`src/rtl/uart_rx_sim.sv`:
```
// uart_rx_sim: 8N1 serial receiver feeding a receive FIFO, read by the core over the req/gnt/rvalid slave bus.
module uart_rx_sim #(
   parameter int FIFO_DEPTH  = 8,
   parameter int DEFAULT_DIV = 16,
   parameter int DIV_W       = 16
) (
   input  logic        clk,
   input  logic        resetn,
   input  logic        rx_i,
   input  logic        req,
   input  logic [31:0] addr,
   input  logic        we,
   input  logic [3:0]  be,
   input  logic [31:0] wdata,
   output logic [31:0] rdata,
   output logic        gnt,
   output logic        rvalid,
   output logic        err,
   output logic        irq
);
   localparam int AW = $clog2(FIFO_DEPTH);
   localparam logic [AW:0] FULL_CNT = (AW+1)'(FIFO_DEPTH);
   localparam logic [DIV_W-1:0] ONE = DIV_W'(1);
   localparam logic [DIV_W-1:0] MIN_DIV = DIV_W'(4);
   typedef enum logic [1:0] {IDLE, START, DATA, STOP} state_t;
   state_t state_q, state_d;
   logic s1_q, s2_q;
   logic [DIV_W-1:0] cnt_q, cnt_d, div_q, div_d, div_w;
   logic [2:0] bit_q, bit_d;
   logic [7:0] shift_q, shift_d;
   logic [7:0] mem_q [FIFO_DEPTH];
   logic [AW-1:0] rd_ptr_q, rd_ptr_d, wr_ptr_q, wr_ptr_d;
   logic [AW:0] count_q, count_d, cnt_pop;
   logic overrun_q, overrun_d, ferr_q, ferr_d;
   logic rvalid_q, err_q, irq_q, irq_d;
   logic [31:0] rdata_q, rdata_d, status;
   logic [1:0] off;
   logic rd, wr, pop, push, ovr_set, ferr_set, clr;
   logic unused;
   assign unused = ^{addr[31:4], addr[1:0], be[3:2], wdata[31:DIV_W]};
   assign gnt = req;
   assign rdata = rdata_q;
   assign rvalid = rvalid_q;
   assign err = err_q;
   assign irq = irq_q;
   always_comb begin
      off = addr[3:2];
      rd = req & ~we;
      wr = req & we;
      pop = rd && off == 2'd0 && count_q != '0;
      cnt_pop = count_q - (AW+1)'(pop);
      state_d = state_q;
      cnt_d = cnt_q;
      bit_d = bit_q;
      shift_d = shift_q;
      push = 1'b0;
      ovr_set = 1'b0;
      ferr_set = 1'b0;
      case (state_q)
         IDLE: if (!s2_q) begin
            state_d = START;
            cnt_d = (div_q >> 1) - ONE;
         end
         START: if (cnt_q != '0) cnt_d = cnt_q - ONE;
         else if (s2_q) state_d = IDLE;
         else begin
            state_d = DATA;
            cnt_d = div_q - ONE;
            bit_d = 3'd0;
         end
         DATA: if (cnt_q != '0) cnt_d = cnt_q - ONE;
         else begin
            shift_d = {s2_q, shift_q[7:1]};
            cnt_d = div_q - ONE;
            bit_d = bit_q + 3'd1;
            if (bit_q == 3'd7) state_d = STOP;
         end
         default: if (cnt_q != '0) cnt_d = cnt_q - ONE;
         else begin
            // stop bit is sampled mid-bit so the next start edge is never missed
            state_d = IDLE;
            ferr_set = ~s2_q;
            ovr_set = s2_q && cnt_pop == FULL_CNT;
            push = s2_q && cnt_pop != FULL_CNT;
         end
      endcase
      count_d = cnt_pop + (AW+1)'(push);
      rd_ptr_d = rd_ptr_q + AW'(pop);
      wr_ptr_d = wr_ptr_q + AW'(push);
      clr = wr && off == 2'd1 && be[0];
      overrun_d = (overrun_q & ~(clr & wdata[2])) | ovr_set;
      ferr_d = (ferr_q & ~(clr & wdata[3])) | ferr_set;
      div_w = div_q;
      if (be[0]) div_w[7:0] = wdata[7:0];
      if (be[1]) div_w[DIV_W-1:8] = wdata[DIV_W-1:8];
      div_d = (wr && off == 2'd2) ? ((div_w < MIN_DIV) ? MIN_DIV : div_w) : div_q;
      status = {16'h0, 8'(count_q), 4'h0, ferr_q, overrun_q, count_q == FULL_CNT, count_q != '0};
      rdata_d = !rd ? 32'h0 :
                off == 2'd0 ? (count_q != '0 ? {24'h0, mem_q[rd_ptr_q]} : 32'h8000_0000) :
                off == 2'd1 ? status :
                off == 2'd2 ? 32'(div_q) : 32'h0;
      irq_d = count_d != '0;
   end
   always_ff @(posedge clk) begin
      if (!resetn) begin
         s1_q <= 1'b1;
         s2_q <= 1'b1;
         state_q <= IDLE;
         cnt_q <= '0;
         bit_q <= '0;
         shift_q <= '0;
         rd_ptr_q <= '0;
         wr_ptr_q <= '0;
         count_q <= '0;
         overrun_q <= 1'b0;
         ferr_q <= 1'b0;
         div_q <= DIV_W'(DEFAULT_DIV);
         rvalid_q <= 1'b0;
         err_q <= 1'b0;
         rdata_q <= '0;
         irq_q <= 1'b0;
      end else begin
         s1_q <= rx_i;
         s2_q <= s1_q;
         state_q <= state_d;
         cnt_q <= cnt_d;
         bit_q <= bit_d;
         shift_q <= shift_d;
         rd_ptr_q <= rd_ptr_d;
         wr_ptr_q <= wr_ptr_d;
         count_q <= count_d;
         overrun_q <= overrun_d;
         ferr_q <= ferr_d;
         div_q <= div_d;
         rvalid_q <= req;
         err_q <= req && off == 2'd3;
         rdata_q <= rdata_d;
         irq_q <= irq_d;
      end
   end
   always_ff @(posedge clk) begin
      if (push) mem_q[wr_ptr_q] <= shift_q;
   end
endmodule

```
`config.mk`:
```
export PLATFORM = sky130hd
export DESIGN_NAME = uart_rx_sim
export DESIGN_NICKNAME = d
export VERILOG_FILES = /design/src/rtl/uart_rx_sim.sv
export SDC_FILE = /design/constraint.sdc
export NUM_CORES = 1
export LEC_CHECK = 0
export ABC_AREA = 1
export CORE_ASPECT_RATIO = 1.5
export CORE_MARGIN = 4
export CORE_UTILIZATION = 40
export CTS_BUF_LIST = sky130_fd_sc_hd__clkbuf_16
export DETAILED_ROUTE_END_ITERATION = 8
export SLEW_MARGIN = 25
export SYNTH_ARGS = -nofsm -noshare
export SYNTH_HDL_FRONTEND = slang
export SYNTH_SLANG_ARGS = --single-unit
```
`constraint.sdc`:
```
create_clock -name clk -period 3.72 [get_ports clk]
set_input_delay 1.116 -clock clk [delete_from_list [all_inputs] [get_ports clk]]
set_output_delay 1.116 -clock clk [all_outputs]
set_load 0.02 [all_outputs]
```
======== After elaboration in Yosys (flattened, before gate mapping) ========
Memories as Yosys holds them, arrays and structs flattened. A register that Yosys moved wholly into a read port is not among the register bits.
Cells that the tools add are included.
storage, ports and cells
  memory bits (read-only) ................. 0
  register bits after elaboration ......... 94
  logic and storage cells ................. 109
  memories ................................ 1
  bits in writable memories ............... 64
  output and inout port bits .............. 36
  bits of input ports ..................... 73
  bits in latches ......................... 0
operators by class
  $add $sub $neg .......................... 8
  bitwise logic cells ..................... 13
  equal/unequal tests ..................... 16
  shift-type cells ........................ 0
  div/mod/pow operators ................... 0
  muxes and demuxes ....................... 33
  multipliers ............................. 0
  order comparisons ....................... 1
  reduce and logical (&&, ||, !) cells .... 21
memories
  memory  words  bits a word  rd ports  clocked after Yosys merged registers in  wr ports  RTL line  source
  mem_q   8      8            1         1                                        1         31        logic [7:0] mem_q [FIFO_DEPTH];
operators by type and width
  operator                                              count
  2-to-1 mux 16 bit                                     8
  2-to-1 mux 32 bit                                     2
  case mux 16 bit (3 select lines)                      1
  subtractor 16 x 1 -> 16 bit (second input constant)   2
  < comparator 16 x 3 -> 1 bit (second input constant)  1
  2-to-1 mux 8 bit                                      2
  nonzero test 16 bit                                   1
  subtractor 15 x 1 -> 16 bit (second input constant)   1
  2-to-1 mux 2 bit                                      6
  2-to-1 mux 3 bit                                      4
  nonzero test 4 bit                                    3
  inequality test 2 bit (second input constant)         5
  == test 4 bit (second input constant)                 2
  logical AND 1 bit                                     8
  2-to-1 mux 1 bit                                      8
  adder 3 x 1 -> 3 bit                                  2
  AND 1 bit                                             6
  == test 2 bit (second input constant)                 3
  case mux 2 bit (3 select lines)                       1
  case mux 3 bit (2 select lines)                       1
  inverter 1 bit                                        5
  AND reduction 5 bit                                   1
  adder 4 x 1 -> 4 bit                                  1
  == test 2 x 1 -> 1 bit (second input constant)        2
  other kinds (13)                                      16

======== Depth between registers and ports, before layout ========
Gate-level depths: netlist (run 1).
  word-level depth ........................ 11
  gate-level depth with buffers ........... 16
  gate-level depth less buffers ........... 16

======== Least setup slack after synthesis (run 1) ========
Ideal clock, no wire load.
  kind .................................... input -> register
  from .................................... in addr[3]
  to ...................................... mem mem_q[0][0], enable pin
  setup time .............................. 383 ps
  slack ................................... 238 ps
  data required time ...................... 3337 ps
  buffers on the path ..................... 0
  stages on the path ...................... 10
  arrival time ............................ 3098 ps
  path through ............................ nor2_1 -> nand2_1 -> nor3b_1 -> ha_1 -> ha_1 -> xor2_1 -> nor2_1 -> nand3_1 -> nand3b_2 -> nor3_1
between the ends
  word-level cells in the longest chain between the ends .. 10
ends and longest elaborated chain
  item                                    RTL line  source
  start: declaration                      11        input logic [31:0] addr,
  zero test 2 bit                         50        pop = rd && off == 2'd0 && count_q != '0;
  logical AND 1 bit (2 in series)         50
  subtractor 4 x 1 -> 4 bit               51        cnt_pop = count_q - (AW+1)'(pop);
  inequality test 4 bit                   84        push = s2_q && cnt_pop != FULL_CNT;
  logical AND 1 bit                       84
  2-to-1 mux 1 bit                        78        default: if (cnt_q != '0) cnt_d = cnt_q - ONE;
  2-to-1 mux 1 bit                        59        case (state_q)
  2-to-1 mux 1 bit                        142       if (push) mem_q[wr_ptr_q] <= shift_q;
  2-to-1 mux 1 bit (not written as such)  142
  end: declaration                        31
No other way between the ends.

======== Worst setup path in the final report (run 1) ========
  from .................................... in req
  to ...................................... out gnt
RTL lines
  item                RTL line  source
  start: declaration  10        input logic req,
  end: declaration    16        output logic gnt,
No word-level cell between the ends.

==> flow_metrics.env, run 1 <==
export IMPL_outcome="finished, final reports clean"
export IMPL_ys_types=42
export IMPL_numCtsBuffers=17
export IMPL_synth_area_per_cell_um2=7.75
export IMPL_combinationalPowerShare_pct=32.9
export IMPL_setup_worst_path_start="req"
export IMPL_synth_flop_cell="dfxtp_1"
export IMPL_switching_share_pct=38.1
export IMPL_drv_cap=0
export IMPL_routabilityCongestion=0.939
export IMPL_fin_skew_ns=0.0139
export IMPL_cts_tree="built"
export IMPL_yosys_register_bits=143
export IMPL_h_tree_depth=4
export IMPL_routed_via_density=4.92
export IMPL_antenna_cells=0
export IMPL_hp_start="s1_q$_SDFF_PN1_"
export IMPL_timing_rr_end="irq$_SDFF_PN0_"
export IMPL_port_buffers=45
export IMPL_die_h_um=175
export IMPL_synth_edf_count=64
export IMPL_start_kind="input pin"
export IMPL_core_area_mm2=0.0185
export IMPL_ys_top_cells_by_area="edfxtp_1, dfxtp_1, nand2_1"
export IMPL_grt_pass1_vias=6283
export IMPL_cts_sinks=143
export IMPL_synth_top_area_share_pct=25.7
export IMPL_grt_max_degree=34
export IMPL_post_cts_buffers=0
export IMPL_utilization_pct=48.0
export IMPL_powerDensity_mw_per_mm2=593
export IMPL_fin_crit_ns=3.42
export IMPL_power_leakage_nw=3.87
export IMPL_drive_gt1_share_pct=9.42
export IMPL_hp_class="reg -> reg"
export IMPL_synthCells=965
export IMPL_grt_antenna_before_repair=0
export IMPL_clock_latency_ns=0.43
export IMPL_first_pass_iters=7
export IMPL_ant_nets=0
export IMPL_p_int_mw=3.25
export IMPL_whs_path_depth=1
export IMPL_num_io_pins=109
export IMPL_ff2ff_setup_slack_ns=1.01
export IMPL_switching_power_mw=2.00
export IMPL_final_hold_viol_count=0
export IMPL_dpl_hpwl_mm=14.6
export IMPL_fmax_mhz=292
export IMPL_synth_seq_area_share_pct=46.9
export IMPL_power_frac_clock_pct=33.6
export IMPL_synth_top_area_cell="edfxtp_1"
export IMPL_root_buffer="clkbuf_16"
export IMPL_slew_violations=0
export IMPL_cp_required_ns=2.60
export IMPL_finalWorstSetupSlack_ns=0.300
export IMPL_nFillCells=1819
export IMPL_path_class="in -> out"
export IMPL_num_vias=6352
export IMPL_route_detailed_drc=0
export IMPL_clkSlewWorstSetupHoldPaths_ns=0.06
export IMPL_grt_first_pass_wirelength_mm=31.8
export IMPL_finalPower_mw=5.26
export IMPL_synth_area_mm2=0.00748
export IMPL_min_to="s2_q$_SDFF_PN1_"
export IMPL_clockBufferDepth=2
export IMPL_initial_core_util_pct=40.5
export IMPL_synthArstFlopShare_pct=0
export IMPL_reg2regPathDepth=15
export IMPL_critPathMaxFanout=3
export IMPL_rr_startpoint="count_q[2]$_SDFF_PN0_"
export IMPL_yosysMostFrequentCell="nand2_1"
export IMPL_grt_total_usage_pct=19.5
export IMPL_dp_slack_ns=-0.253
export IMPL_synth_warnings=0
export IMPL_overflow=0
export IMPL_max_slew_margin_rel_pct=35.9
export IMPL_area_delta_synth_final_pct=18.5
export IMPL_final_nets=1118
export IMPL_synth_common_cells="nand2_1, nor2_1, inv_1, o21ai_0, dfxtp_1"
export IMPL_die_area_mm2=0.0210
export IMPL_tightest_slew_ns=0.960
export IMPL_worst_setup_path_end_kind="primary output"
export IMPL_drtIter0Drc=394
export IMPL_rows=61
export IMPL_rsz0062_at_grt="false"
export IMPL_seq_power_share_pct=33.5
export IMPL_irDropWorstVdd_mv=0.435
export IMPL_setup_viol=0
export IMPL_fin_crit_sh_pct=91.9
export IMPL_drt_wl_total_mm=19.9
export IMPL_routedWlPerCell_um=15.4
export IMPL_fp_dieW_um=120
export IMPL_arrival_ns=2.30
[power by group through the flow]
stage / Clock (mW) / Combinational (mW) / Sequential, mW
after floorplan: 0 / 1.39 / 1.78
final: 1.77 / 1.73 / 1.76
after global routing: 1.87 / 1.98 / 1.77
after global placement: 0 / 1.71 / 1.79
after CTS: 1.80 / 1.73 / 1.76
after detailed placement: 0 / 1.72 / 1.79
[through the flow]
stage | cell area (um^2) | TNS (ns) | cells | hold slack (ns)
after detailed placement | 8230 | -4.39 | 1260 | 0.402
after global routing | 8860 | 0 | 1292 | 0.430
after floorplan | 7530 | 0 | 979 | 0.393
final | 8860 | 0 | 1292 | 0.415
after global placement | 8230 | -1.88 | 1260 | 0.396
after CTS | 8850 | 0 | 1292 | 0.418
[layout by cell type (no fill, tap or decap), types with 5 or more instances in the layout]
| cell type | n |
|---|---|
| nand2_1 | 200 |
| nor2_1 | 144 |
| inv_1 | 97 |
| o21ai_0 | 89 |
| dfxtp_1 | 79 |
| nand3_1 | 74 |
| edfxtp_1 | 64 |
| a21oi_1 | 49 |
| clkdlybuf4s50_1 | 45 |
| buf_4 | 28 |
| o22ai_1 | 18 |
| ha_1 | 18 |
| clkbuf_16 | 17 |
| conb_1 | 15 |
| nor2_2 | 12 |
| nor3_1 | 12 |
| xor2_1 | 8 |
| xnor2_1 | 6 |
| inv_6 | 6 |
| o211ai_1 | 5 |
| a211oi_1 | 5 |
[worst max-delay path by stage]
stage / end / slack, ns / cells after the start
floorplan: mem_q[0][0]$_DFFE_PP_ / 0.24 / 10
detailed placement: irq$_SDFF_PN0_ / -0.25 / 15
CTS: irq$_SDFF_PN0_ / 0.15 / 15
global placement: irq$_SDFF_PN0_ / -0.21 / 15
finish: gnt / 0.30 / 3
global route: irq$_SDFF_PN0_ / 0.08 / 15
[layout make-up]
type	instances	area (um^2)	area share, %
flip-flops and latches	143	3500	39.6
clock buffers	17	425	4.80
inverters	103	389	4.39
multi-input cells	689	3380	38.1
well taps	252	315	3.56
clock inverters	15	188	2.12
repair buffers	73	661	7.46
[timing repair]
action,4_1_cts,5_1_grt
setup endpoints to repair,0,6
hold buffers,0,0
gates resized for setup,0,2
[per-layer routing]
metal  GRT usage, %  up-vias  routed length (um)  share of wire [%]
met1           22.4     2889                8220                 41
met4           8.41        0                 645                3.2
li1               -     3286                   -                  -
met5              0        -                   0                  0
met2           35.5      138               10400                 52
met3           2.93       39                 617                3.1
[cells by family (layout without fill, tap and decap cells)]
| group | after synthesis | count (layout) | synth area share, % |
|---|---|---|---|
| compound gates | 177 | 177 | 12.8 |
| xor+xnor | 14 | 14 | 1.64 |
| fa+ha+maj | 18 | 18 | 3.01 |
| buf+inv | 147 | 208 | 8.84 |
| flops | 143 | 143 | 46.9 |
| mux | 1 | 1 | 0.134 |
| other cells | 1 | 15 | 0.0502 |
| simple gates | 464 | 464 | 26.7 |
[critical path, cell delays in order]
cell and delay [ns]:
clkdlybuf4s50_1 0.47, buf_4 0.12, clkdlybuf4s50_1 0.60
[flip-flops by register name, indices dropped and copies added, names as in the netlist]
register	cells
bit_q	3
irq	1
rdata	17
s2_q	1
state_q	2
mem_q	64
ferr_q	1
rvalid	1
s1_q	1
err	1
wr_ptr_q	3
rd_ptr_q	3
div_q	16
overrun_q	1
cnt_q	16
count_q	4
shift_q	8
Note: power is estimated with default switching activity, not from simulation.
==> run 2: changes to the inputs <==
--- a/config.mk
+++ b/config.mk
@@ -11,7 +11,7 @@
 export CORE_UTILIZATION = 40
 export CTS_BUF_LIST = sky130_fd_sc_hd__clkbuf_16
 export DETAILED_ROUTE_END_ITERATION = 8
-export SLEW_MARGIN = 25
+export SLEW_MARGIN = 20
 export SYNTH_ARGS = -nofsm -noshare
 export SYNTH_HDL_FRONTEND = slang
 export SYNTH_SLANG_ARGS = --single-unit
==> results of run 2 <==
Same layout as run 1: the final DEF is identical, and so are final timing and power.
